File: src/rtl/mul_sequencer.sv
// Multi-cycle sequencer for the 8-bit array multiplier: latches operands, waits
// LATENCY settle cycles, captures the low product byte and pulses done.
//
// state   | meaning
// --------+-----------------------------------------------------------
// ST_IDLE | no multiply in flight; operands and result held
// ST_WAIT | operands stable at multiplier, settle counter running; busy=1
// ST_DONE | result captured this edge; done=1 for exactly one cycle
module mul_sequencer #(
  parameter int LATENCY = 2,
  parameter int CNT_W   = 4
) (
  input  logic       clk,
  input  logic       reset,
  input  logic       start,
  input  logic [7:0] operand1,
  input  logic [7:0] operand2,
  output logic [7:0] mul_a,
  output logic [7:0] mul_b,
  input  logic [7:0] mul_result,
  output logic [7:0] result,
  output logic       busy,
  output logic       done
);

  typedef enum logic [1:0] {
    ST_IDLE = 2'd0,
    ST_WAIT = 2'd1,
    ST_DONE = 2'd2
  } state_t;

  localparam logic [CNT_W-1:0] CNT_INIT = CNT_W'(LATENCY - 1);
  localparam logic [CNT_W-1:0] CNT_ONE  = CNT_W'(1);

  state_t           state;
  logic [CNT_W-1:0] cnt;

  // busy/done are flops set alongside the state so they never see start directly
  always_ff @(posedge clk or posedge reset) begin
    if (reset) begin
      state  <= ST_IDLE;
      cnt    <= '0;
      mul_a  <= 8'h00;
      mul_b  <= 8'h00;
      result <= 8'h00;
      busy   <= 1'b0;
      done   <= 1'b0;
    end else begin
      case (state)
        ST_IDLE: begin
          done <= 1'b0;
          if (start) begin
            mul_a <= operand1;
            mul_b <= operand2;
            cnt   <= CNT_INIT;
            busy  <= 1'b1;
            state <= ST_WAIT;
          end
        end
        ST_WAIT: begin
          if (cnt != '0) begin
            cnt <= cnt - CNT_ONE;
          end else begin
            result <= mul_result;
            busy   <= 1'b0;
            done   <= 1'b1;
            state  <= ST_DONE;
          end
        end
        ST_DONE: begin
          done <= 1'b0;
          // back-to-back issue: accept the next request without an idle bubble
          if (start) begin
            mul_a <= operand1;
            mul_b <= operand2;
            cnt   <= CNT_INIT;
            busy  <= 1'b1;
            state <= ST_WAIT;
          end else begin
            state <= ST_IDLE;
          end
        end
        default: begin
          busy  <= 1'b0;
          done  <= 1'b0;
          state <= ST_IDLE;
        end
      endcase
    end
  end

endmodule

File: config.mk
export PLATFORM = sky130hd
export DESIGN_NAME = mul_sequencer
export DESIGN_NICKNAME = d
export VERILOG_FILES = /design/src/rtl/mul_sequencer.sv
export SDC_FILE = /design/constraint.sdc
export NUM_CORES = 1
export LEC_CHECK = 0
export BUFFER_PORTS_ARGS = -buffer_cell sky130_fd_sc_hd__buf_2
export CAP_MARGIN = 20
export CORE_MARGIN = 2
export CORE_UTILIZATION = 45
export DETAILED_ROUTE_END_ITERATION = 16
export PLACE_DENSITY = 0.84
export SLEW_MARGIN = 20
export SYNTH_ARGS = -nofsm -noshare
export SYNTH_HDL_FRONTEND = slang
export SYNTH_SLANG_ARGS = --single-unit
File: constraint.sdc
create_clock -name clk -period 4.14 [get_ports clk]
set_clock_uncertainty 0.05 [all_clocks]
set_input_delay 0.828 -clock clk [delete_from_list [all_inputs] [get_ports clk]]
set_output_delay 0.828 -clock clk [all_outputs]
set_load 0.02 [all_outputs]
==> metrics.cfg <==
[cts]
post-cts-setup-buffers=0
clockBufferDepth=2
clk_latency_ns=0.33
cts_root_buffer=clkbuf_4
cts_tree=done
cts.sinks=32
cts_buffers=5
post_cts_resized=0
ctsHoldBuffers=0
h-tree-depth=2
clk_pin_slew_ns=0.10

[placed_design]
port_buffers=52
dpl.cell_count=174
hpwl_um=1950
place_area_sq_um=1620
gp_congestion=0.775

[drt]
drt_iter0_drc=3
postRouteWirelength_um=2530
vias=954
wire_per_inst_um=13.9
antenna_left=0
first_pass_iters=4
drc=0
routed_via_density=5.24

[timing]
period_share_pct=45.4
setup_tns_ns=0
rsz0062_at_grt=no
maxSlewViolCount=0
max_clock_freq_mhz=532
min_period_ns=1.88
finalSetupViolCount=0
tightest_slew_ns=0.771
hold_violations=0
maxSlewHeadroom_pct=48.5

[outcome]
outcome=completed

[setup_path]
r2r_setup_slack_ns=2.31
critPathMaxStageDelay_ns=0.59
path_cells=buf_2, inv_1, nor2_2, mux2_2
crit_fanout=16
critPathBufInv=2
rr_startpoint=state[0]
reg2reg_depth=2
r2r-end=mul_b[5]
cp.arrival_ns=2.04
critPathTopFamily=simple AND/OR/NAND/NOR gates
end_kind=flop
crit_type=in -> reg
cp.depth=4
cp-endpoint=mul_b[5]
worstSetupStartpointType=input pin
cp.required_ns=4.31
cp_slowest_cell=nor2_2
cp-startpoint=start

[floorplan]
row_count=19
core_area_sq_um=2760
die_y_um=58.0
dieArea_sq_um=3370
boundaryPins=53
initial_core_util_pct=47.6
dieWidth_um=58.0

[pwr]
power_density_nw_per_um2=854
worst_ir_drop_vdd_mv=0.598
p_leak_nw=0.856

[global_route]
grt_pass1_wl_um=4240
antenna_found_initial=0
grt_overflow=0
first_global_vias=1031
grt_max_degree=20
grt_use_total_pct=17.1

[finish]
utilization_pct=62.1
area_delta_synth_final_pct=30.3
fin_nets=179
final_layout_size_suffix_gt1_share_pct=58.3
n_antenna_cell=0
layout.cells.non_filler=182
fin_area_sq_um=1710

[synthesis]
synth.distinct_cells=24
synth-seq-cells=32
async_reset_ff_share_pct=100
synth_area_sq_um=1310
ys.flop_type=dfrtp_1
synth_edf_count=0
yosys_warnings=0
syn_nets=121
ys_seq_area_share_pct=61.0
synth_cells=92
avgSynthCellArea_sq_um=14.3

[worst_hold_path]
hold_path.class=reg -> reg

[run]
max_cap_violations=0

-- worst min path at each step --
stage	startpoint	to	slack, ns	depth (start not counted)
after floorplan	cnt[3]	cnt[3]	0.47	1
after global placement	mul_a[1]	mul_a[1]	0.43	1
after detailed placement	mul_a[2]	mul_a[2]	0.44	1
after CTS	mul_a[2]	mul_a[2]	0.46	1
after global routing	mul_a[2]	mul_a[2]	0.48	1
final	mul_a[2]	mul_a[2]	0.46	1
-- cells by family after synthesis --
| logic type | Yosys count | share of synthesized area, % |
|---|---|---|
| muxes | 24 | 20.6 |
| adders and majority gates | 2 | 1.90 |
| AOI/OAI and AO/OA | 10 | 5.24 |
| buffers and inverters | 9 | 2.86 |
| and+or+nand+nor | 15 | 8.48 |
| DFF | 32 | 61.0 |
-- state kept, by name, summed over array words and instances, names as in the netlist --
register  count
busy          1
cnt           4
done          1
mul_a         8
mul_b         8
result        8
state         2
-- stage by stage --
step | worst slack [ns] | total power [mW] | hold slack (ns)
finish | 2.26 | 1.46 | 0.459
global route | 2.21 | 1.56 | 0.483
CTS | 2.26 | 1.48 | 0.465
detailed placement | 1.91 | 1.21 | 0.442
global placement | 1.97 | 1.18 | 0.434
floorplan | 2.33 | 1.01 | 0.471
-- cells in the final DEF, fill, tap and decap left out, types with 2 or more instances in the layout --
cell type / synthesis / final
a31oi_1: 3 / 3
buf_2: 0 / 52
clkbuf_4: 0 / 5
clkbuf_8: 0 / 2
dfrtp_1: 32 / 32
ha_1: 2 / 2
inv_1: 7 / 7
mux2_2: 24 / 24
nand2b_1: 2 / 2
nor2_1: 3 / 3
or3_1: 3 / 3
-- routing by layer --
layer	part of all wire [%]	global-route usage (%)
met5	0	0
met4	2.2	9.97
met3	6.7	6.25
met2	54	30.4
met1	37	17.1
-- synthesized netlist by cell type, drive strengths merged (2+ instances only) --
library cell,n,area [sq um]
nand2b,2,12.5
mux2,24,270
a31oi,3,18.8
ha,2,25.0
or3,3,18.8
nor2,4,17.5
inv,7,26.3
dfrtp,32,801
nor3b,2,26.3
-- report_power, final --
group / internal [mW] / switching (mW) / total (mW) / leakage, nW
Clock: 0.160 / 0.102 / 0.262 / 0.0515
Sequential: 0.468 / 0.113 / 0.581 / 0.379
Combinational: 0.278 / 0.341 / 0.619 / 0.426
Total: 0.907 / 0.555 / 1.46 / 0.856
-- area by class of cell --
| type | instances | area, sq um |
|---|---|---|
| fill | 227 | 1050 |
| sequential | 32 | 801 |
| multi-input combinational | 51 | 475 |
| timing repair buffer | 53 | 275 |
| clock buffer | 7 | 65.1 |
| tap | 31 | 38.8 |
| clock inverter | 1 | 30.0 |
| inverter | 7 | 26.3 |
-- worst register-to-register path, delay by kind of cell, from the launching register on --
kind / cells / cell delay (ns)
flops: 1 / 0.56
mux: 1 / 0.42
simple gates: 1 / 0.69
(Power assumes the default switching activity.)
